<file path="src/rtl/bin_to_bcd_seq_if.sv">
// Handshake and result bus between a binary source and the BCD converter.
// master drives the request and display blank; slave is the converter side.
interface bin_to_bcd_seq_if #(
    parameter int BIN_W  = 16,
    parameter int DIGITS = 5
);
    logic                  start;
    logic [BIN_W-1:0]      bin_in;
    logic                  blank;
    logic                  busy;
    logic                  done;
    logic                  ovf;
    logic [4*DIGITS-1:0]   bcd_out;

    modport master (output start, bin_in, blank, input busy, done, ovf, bcd_out);
    modport slave  (input start, bin_in, blank, output busy, done, ovf, bcd_out);
endinterface

</file>
<file path="src/rtl/bin_to_bcd_seq.sv">
// Iterative double-dabble binary-to-BCD converter, one input bit per clock.
// Optional LEADING_ZERO_BLANK_EN stores leading zero digits as 4'hF on load.
module bin_to_bcd_seq #(
    parameter int BIN_W  = 16,
    parameter int DIGITS = 5
) (
    input  logic              clk,
    input  logic              rst_n,
    bin_to_bcd_seq_if.slave   bus
);
    localparam int SW = 4 * DIGITS;
    localparam int CW = (BIN_W > 1) ? $clog2(BIN_W) : 1;

    localparam logic [0:0] IDLE = 1'b0;
    localparam logic [0:0] CONV = 1'b1;

    logic [0:0]       state;
    logic [BIN_W-1:0] sr;
    logic [SW-1:0]    s;
    logic [SW-1:0]    adj;
    logic [SW-1:0]    s_nxt;
    logic [SW-1:0]    res;
    logic [SW-1:0]    res_ld;
    logic [CW-1:0]    cnt;
    logic             acc;
    logic             out_bit;
    logic             done_r;
    logic             ovf_r;

    // Add-3 correction on every digit in parallel, before the shift.
    for (genvar g = 0; g < DIGITS; g++) begin : g_adj
        assign adj[4*g +: 4] = (s[4*g +: 4] >= 4'd5) ? s[4*g +: 4] + 4'd3 : s[4*g +: 4];
    end

    assign s_nxt   = {adj[SW-2:0], sr[BIN_W-1]};
    assign out_bit = adj[SW-1];

`ifdef LEADING_ZERO_BLANK_EN
    logic lz_seen;

    // Digit 0 is never blanked so a zero result still shows a single 0.
    always_comb begin
        lz_seen = 1'b0;
        res_ld  = s_nxt;
        for (int i = DIGITS - 1; i >= 1; i--) begin
            if (s_nxt[4*i +: 4] != 4'd0)
                lz_seen = 1'b1;
            else if (!lz_seen)
                res_ld[4*i +: 4] = 4'hF;
        end
    end
`else
    assign res_ld = s_nxt;
`endif

    always_ff @(posedge clk) begin
        if (!rst_n) begin
            state  <= IDLE;
            sr     <= '0;
            s      <= '0;
            cnt    <= '0;
            acc    <= 1'b0;
            res    <= '0;
            done_r <= 1'b0;
            ovf_r  <= 1'b0;
        end else begin
            done_r <= 1'b0;
            case (state)
                IDLE: begin
                    if (bus.start) begin
                        sr    <= bus.bin_in;
                        s     <= '0;
                        cnt   <= CW'(BIN_W - 1);
                        acc   <= 1'b0;
                        state <= CONV;
                    end
                end
                default: begin
                    sr  <= sr << 1;
                    s   <= s_nxt;
                    acc <= acc | out_bit;
                    // Bits pushed out of the top digit mean the value exceeded the digit range.
                    if (cnt == '0) begin
                        res    <= res_ld;
                        ovf_r  <= acc | out_bit;
                        done_r <= 1'b1;
                        state  <= IDLE;
                    end else begin
                        cnt <= cnt - 1'b1;
                    end
                end
            endcase
        end
    end

    assign bus.busy    = (state == CONV);
    assign bus.done    = done_r;
    assign bus.ovf     = ovf_r;
    assign bus.bcd_out = bus.blank ? {SW{1'b1}} : res;
endmodule

</file>
<file path="src/flat_wrapper.sv">
// flat-port wrapper written by rule: the top's interface ports become plain ports
module bin_to_bcd_seq_flat 
#(
    parameter int BIN_W  = 16,
    parameter int DIGITS = 5
)
  (clk, rst_n, bus_start, bus_bin_in, bus_blank, bus_busy, bus_done, bus_ovf, bus_bcd_out);
  bin_to_bcd_seq_if #(.BIN_W(BIN_W), .DIGITS(DIGITS)) bus_i ();
  input  logic clk;
  input  logic rst_n;
  input wire logic [$bits(bus_i.start)-1:0] bus_start;
  input wire logic [$bits(bus_i.bin_in)-1:0] bus_bin_in;
  input wire logic [$bits(bus_i.blank)-1:0] bus_blank;
  output wire logic [$bits(bus_i.busy)-1:0] bus_busy;
  output wire logic [$bits(bus_i.done)-1:0] bus_done;
  output wire logic [$bits(bus_i.ovf)-1:0] bus_ovf;
  output wire logic [$bits(bus_i.bcd_out)-1:0] bus_bcd_out;
  assign bus_i.start = bus_start;
  assign bus_i.bin_in = bus_bin_in;
  assign bus_i.blank = bus_blank;
  assign bus_busy = bus_i.busy;
  assign bus_done = bus_i.done;
  assign bus_ovf = bus_i.ovf;
  assign bus_bcd_out = bus_i.bcd_out;
  bin_to_bcd_seq #(.BIN_W(BIN_W), .DIGITS(DIGITS)) u_core (.clk(clk), .rst_n(rst_n), .bus(bus_i));
endmodule
</file>
<file path="config.mk">
export PLATFORM = sky130hd
export DESIGN_NAME = bin_to_bcd_seq_flat
export DESIGN_NICKNAME = d
export VERILOG_FILES = /design/src/rtl/bin_to_bcd_seq_if.sv /design/src/rtl/bin_to_bcd_seq.sv /design/src/flat_wrapper.sv
export SDC_FILE = /design/constraint.sdc
export NUM_CORES = 1
export LEC_CHECK = 0
export CELL_PAD_IN_SITES_DETAIL_PLACEMENT = 0
export CELL_PAD_IN_SITES_GLOBAL_PLACEMENT = 2
export CORE_MARGIN = 2
export CORE_UTILIZATION = 38
export CTS_CLUSTER_DIAMETER = 150
export DETAILED_ROUTE_END_ITERATION = 10
export DONT_BUFFER_PORTS = 1
export PLACE_DENSITY_LB_ADDON = 0.1
export SLEW_MARGIN = 20
export SYNTH_ARGS = -nofsm -noshare
export SYNTH_HDL_FRONTEND = slang
export SYNTH_SLANG_ARGS = --single-unit
</file>
<file path="constraint.sdc">
create_clock -name clk -period 1.9 [get_ports clk]
set_input_delay 0.38 -clock clk [delete_from_list [all_inputs] [get_ports clk]]
set_output_delay 0.38 -clock clk [all_outputs]
set_load 0.01 [all_outputs]
</file>
==> flow_metrics.py <==
metrics = {
    "status": {
        "status": "finished clean",
    },
    "pwr": {
        "p_switching_uw": 718,
        "worst_ir_drop_vdd_mv": 0.394,
        "seq_power_share_pct": 48.1,
        "switching_share_pct": 24.2,
        "internal_power_uw": 2250,
        "pwr-share-clk_pct": 43.1,
        "pwr_density_cell_mw_per_mm2": 886,
        "comb_power_share_pct": 8.8,
        "power_leakage_uw": 0.00136,
    },
    "clocking": {
        "insertion_delay_ns": 0.35,
        "cts_setup_buffers": 0,
        "clock_sinks": 64,
        "h-tree-depth": 3,
        "clkTransAtPathRegs_ns": 0.07,
        "root_buffer": "clkbuf_8",
        "cts_resized": 0,
        "cts_hold_buf": 0,
        "cts_max_path_buffers": 2,
        "cts_buffers": 9,
        "cts_tree": "built",
    },
    "grt": {
        "track_usage_pct": 16.4,
        "grt_pass1_wl_um": 10900,
        "grt_max_degree": 53,
        "antenna_found_initial": 0,
        "grt-ovfl-total": 0,
        "grt_pass1_vias": 2186,
    },
    "logic_synthesis": {
        "ys_async_sr_fraction_pct": 0,
        "synth_area_mm2": 0.00305,
        "yosysSeqAreaShare_pct": 42.0,
        "syn_inst": 356,
        "synth_nets": 388,
        "yosysMostFrequentCell": "dfxtp_1",
        "syn_avg_cell_area_um2": 8.56,
        "ys_top_cells_by_area": "dfxtp_1 (42%), o21ai_0 (8.2%), nand2_1 (5.5%)",
        "synth.distinct_cells": 34,
        "synth_edf_count": 0,
        "synth_top_cell_by_area": "dfxtp_1",
        "ys_warn_count": 0,
        "ys_seq_elements": 64,
        "synthTopCellsByCount": "dfxtp_1 (64), o21ai_0 (50), nand2_1 (45)",
        "synth_top_area_share_pct": 42.0,
        "synth_ff_type": "dfxtp_1",
    },
    "setup_path": {
        "worst_setup_path_start_kind": "flip-flop",
        "path_max_fanout": 5,
        "worstRegToRegCells": 6,
        "criticalPathCategory": "reg -> reg",
        "cp-end-kind": "flip-flop",
        "required_ns": 2.17,
        "regToRegStartpoint": "u_core.s[16]",
        "r2r_slack_ns": 0.28,
        "cp.arrival_ns": 1.89,
        "rr_endpoint": "u_core.res[18]",
    },
    "drt": {
        "drc_errors": 0,
        "antenna_left": 0,
        "wl_per_cell_um": 14.5,
        "viasPerCell": 5.11,
        "routed_wl_um": 6680,
        "drtPass1Iterations": 4,
        "initialDrtViolationCount": 107,
        "route.vias.total": 2354,
    },
    "die": {
        "initial_utilization_pct": 39.2,
        "ios": 43,
        "die-width_um": 93.6,
        "dieArea_mm2": 0.00875,
        "fp.dieH_um": 93.6,
        "rows": 32,
        "core_area_mm2": 0.00777,
    },
    "hold_path": {
        "hold_depth": 1,
        "min_from": "rst_n",
        "min-delay-path-class": "in -> reg",
        "whs_endpoint": "u_core.sr[11]",
    },
    "timing": {
        "drv_slew": 0,
        "period_needed_ns": 1.62,
        "hold_slack_ns": 0.162,
        "setup_ws_ns": 0.285,
        "fmax_ghz": 0.619,
        "tightest_slew_ns": 0.536,
        "hold_viol_final": 0,
        "setup_viol": 0,
        "tns_ns": 0,
        "clock_skew_ns": 0.0116,
        "slew_headroom_pct": 64.2,
        "rsz0062_at_grt": "no",
        "fin_crit_sh_pct": 85.0,
    },
    "placed_design": {
        "placed_cells": 445,
        "io_buffers": 0,
        "place_ws_ns": 0.290,
        "dp_hpwl_um": 4380,
        "place.gp.congestion": 0.710,
    },
    "run": {
        "drv_cap": 0,
    },
    "layout": {
        "fill_cells": 805,
        "stdcell_count": 461,
        "multi_input_area_mm2": 0.00162,
        "regArea_mm2": 0.00128,
        "area_delta_synth_final_pct": 9.81,
        "drive_gt1_share_pct": 13.9,
        "fin_nets": 386,
        "postLayoutCoreUtil_pct": 43.1,
        "antenna_cells": 0,
    },
}
-- cells by family after synthesis --
kind of cell / share of synthesized area [%]
AND/OR/NAND/NOR: 22.7
AO/OA/AOI/OAI: 16.9
flip-flops: 42.0
buffers and inverters: 4.89
multiplexers: 7.10
adder cells (fa/ha/maj): 4.93
XOR/XNOR: 1.44
-- metrics by stage --
stage	power (uW)	area (um^2)
after floorplan	1680	3050
after global placement	1720	3140
after detailed placement	1720	3140
after CTS	3010	3350
after global routing	3120	3350
final	2970	3350
-- metal layers --
layer / vias up / part of all wire [%] / GRT usage, %
met5: - / 0 / 0
met4: 0 / 1.8 / 7.61
met3: 12 / 4.2 / 4.59
met2: 41 / 44 / 25.7
met1: 1093 / 50 / 21.1
li1: 1208 / - / -
-- cells in the final DEF (no fill, tap or decap), drive strengths merged --
cell type,Yosys,layout
nand2,45,45
or2,20,20
xnor2,5,5
inv,13,13
o21a,1,1
a21oi,17,17
o21ai,50,50
and4bb,1,1
a32oi,4,4
and2,17,17
mux2,5,5
clkinv,0,4
clkbuf,10,10
nand2b,5,5
or3,1,1
nor2,8,8
buf,11,8
mux2i,16,16
nand3,18,18
bufinv,0,2
o211a,7,7
nor3,2,2
a21boi,3,3
o22ai,1,1
dfxtp,64,64
ha,12,12
a21o,5,5
nor3b,7,7
nand4bb,1,1
or4b,1,1
nor2b,6,6
-- state kept, by name, indices dropped and copies added (netlist names) --
name and cells:
u_core.res 20, u_core.bus.busy 1, u_core.sr 16, u_core.s 20, u_core.cnt 4, u_core.bus.done 1
u_core.acc 1, u_core.bus.ovf 1
-- power groups by stage --
stage	registers (uW)	logic (uW)	clock network, uW
after global placement	1460	263	0
after detailed placement	1460	265	0
final	1430	261	1280
after global routing	1440	297	1380
after CTS	1430	266	1320
after floorplan	1450	231	0
-- worst max-delay path by stage --
stage / startpoint / end
floorplan: u_core.s[1] / u_core.res[2]
global placement: u_core.s[0] / u_core.res[2]
detailed placement: u_core.cnt[0] / u_core.res[18]
CTS: u_core.s[0] / u_core.res[2]
global route: u_core.s[17] / u_core.s[18]
finish: u_core.s[16] / u_core.res[18]
-- area by class of cell --
class                   instances  area share [%]
clock inverters                 6            2.50
repair buffers                  8            1.79
multi-input cells             258            48.3
flip-flops and latches         64            38.3
clock buffers                  10            3.81
well taps                     102            3.81
inverters                      13            1.46
-- worst max-delay path: stages, from the launching register on --
cell and delay (ns):
dfxtp_1 0.35, inv_1 0.10, ha_1 0.24, nand2b_1 0.10, a21oi_1 0.24, mux2_2 0.38
o21ai_0 0.14
No activity file was read; power rests on OpenSTA's default activity.
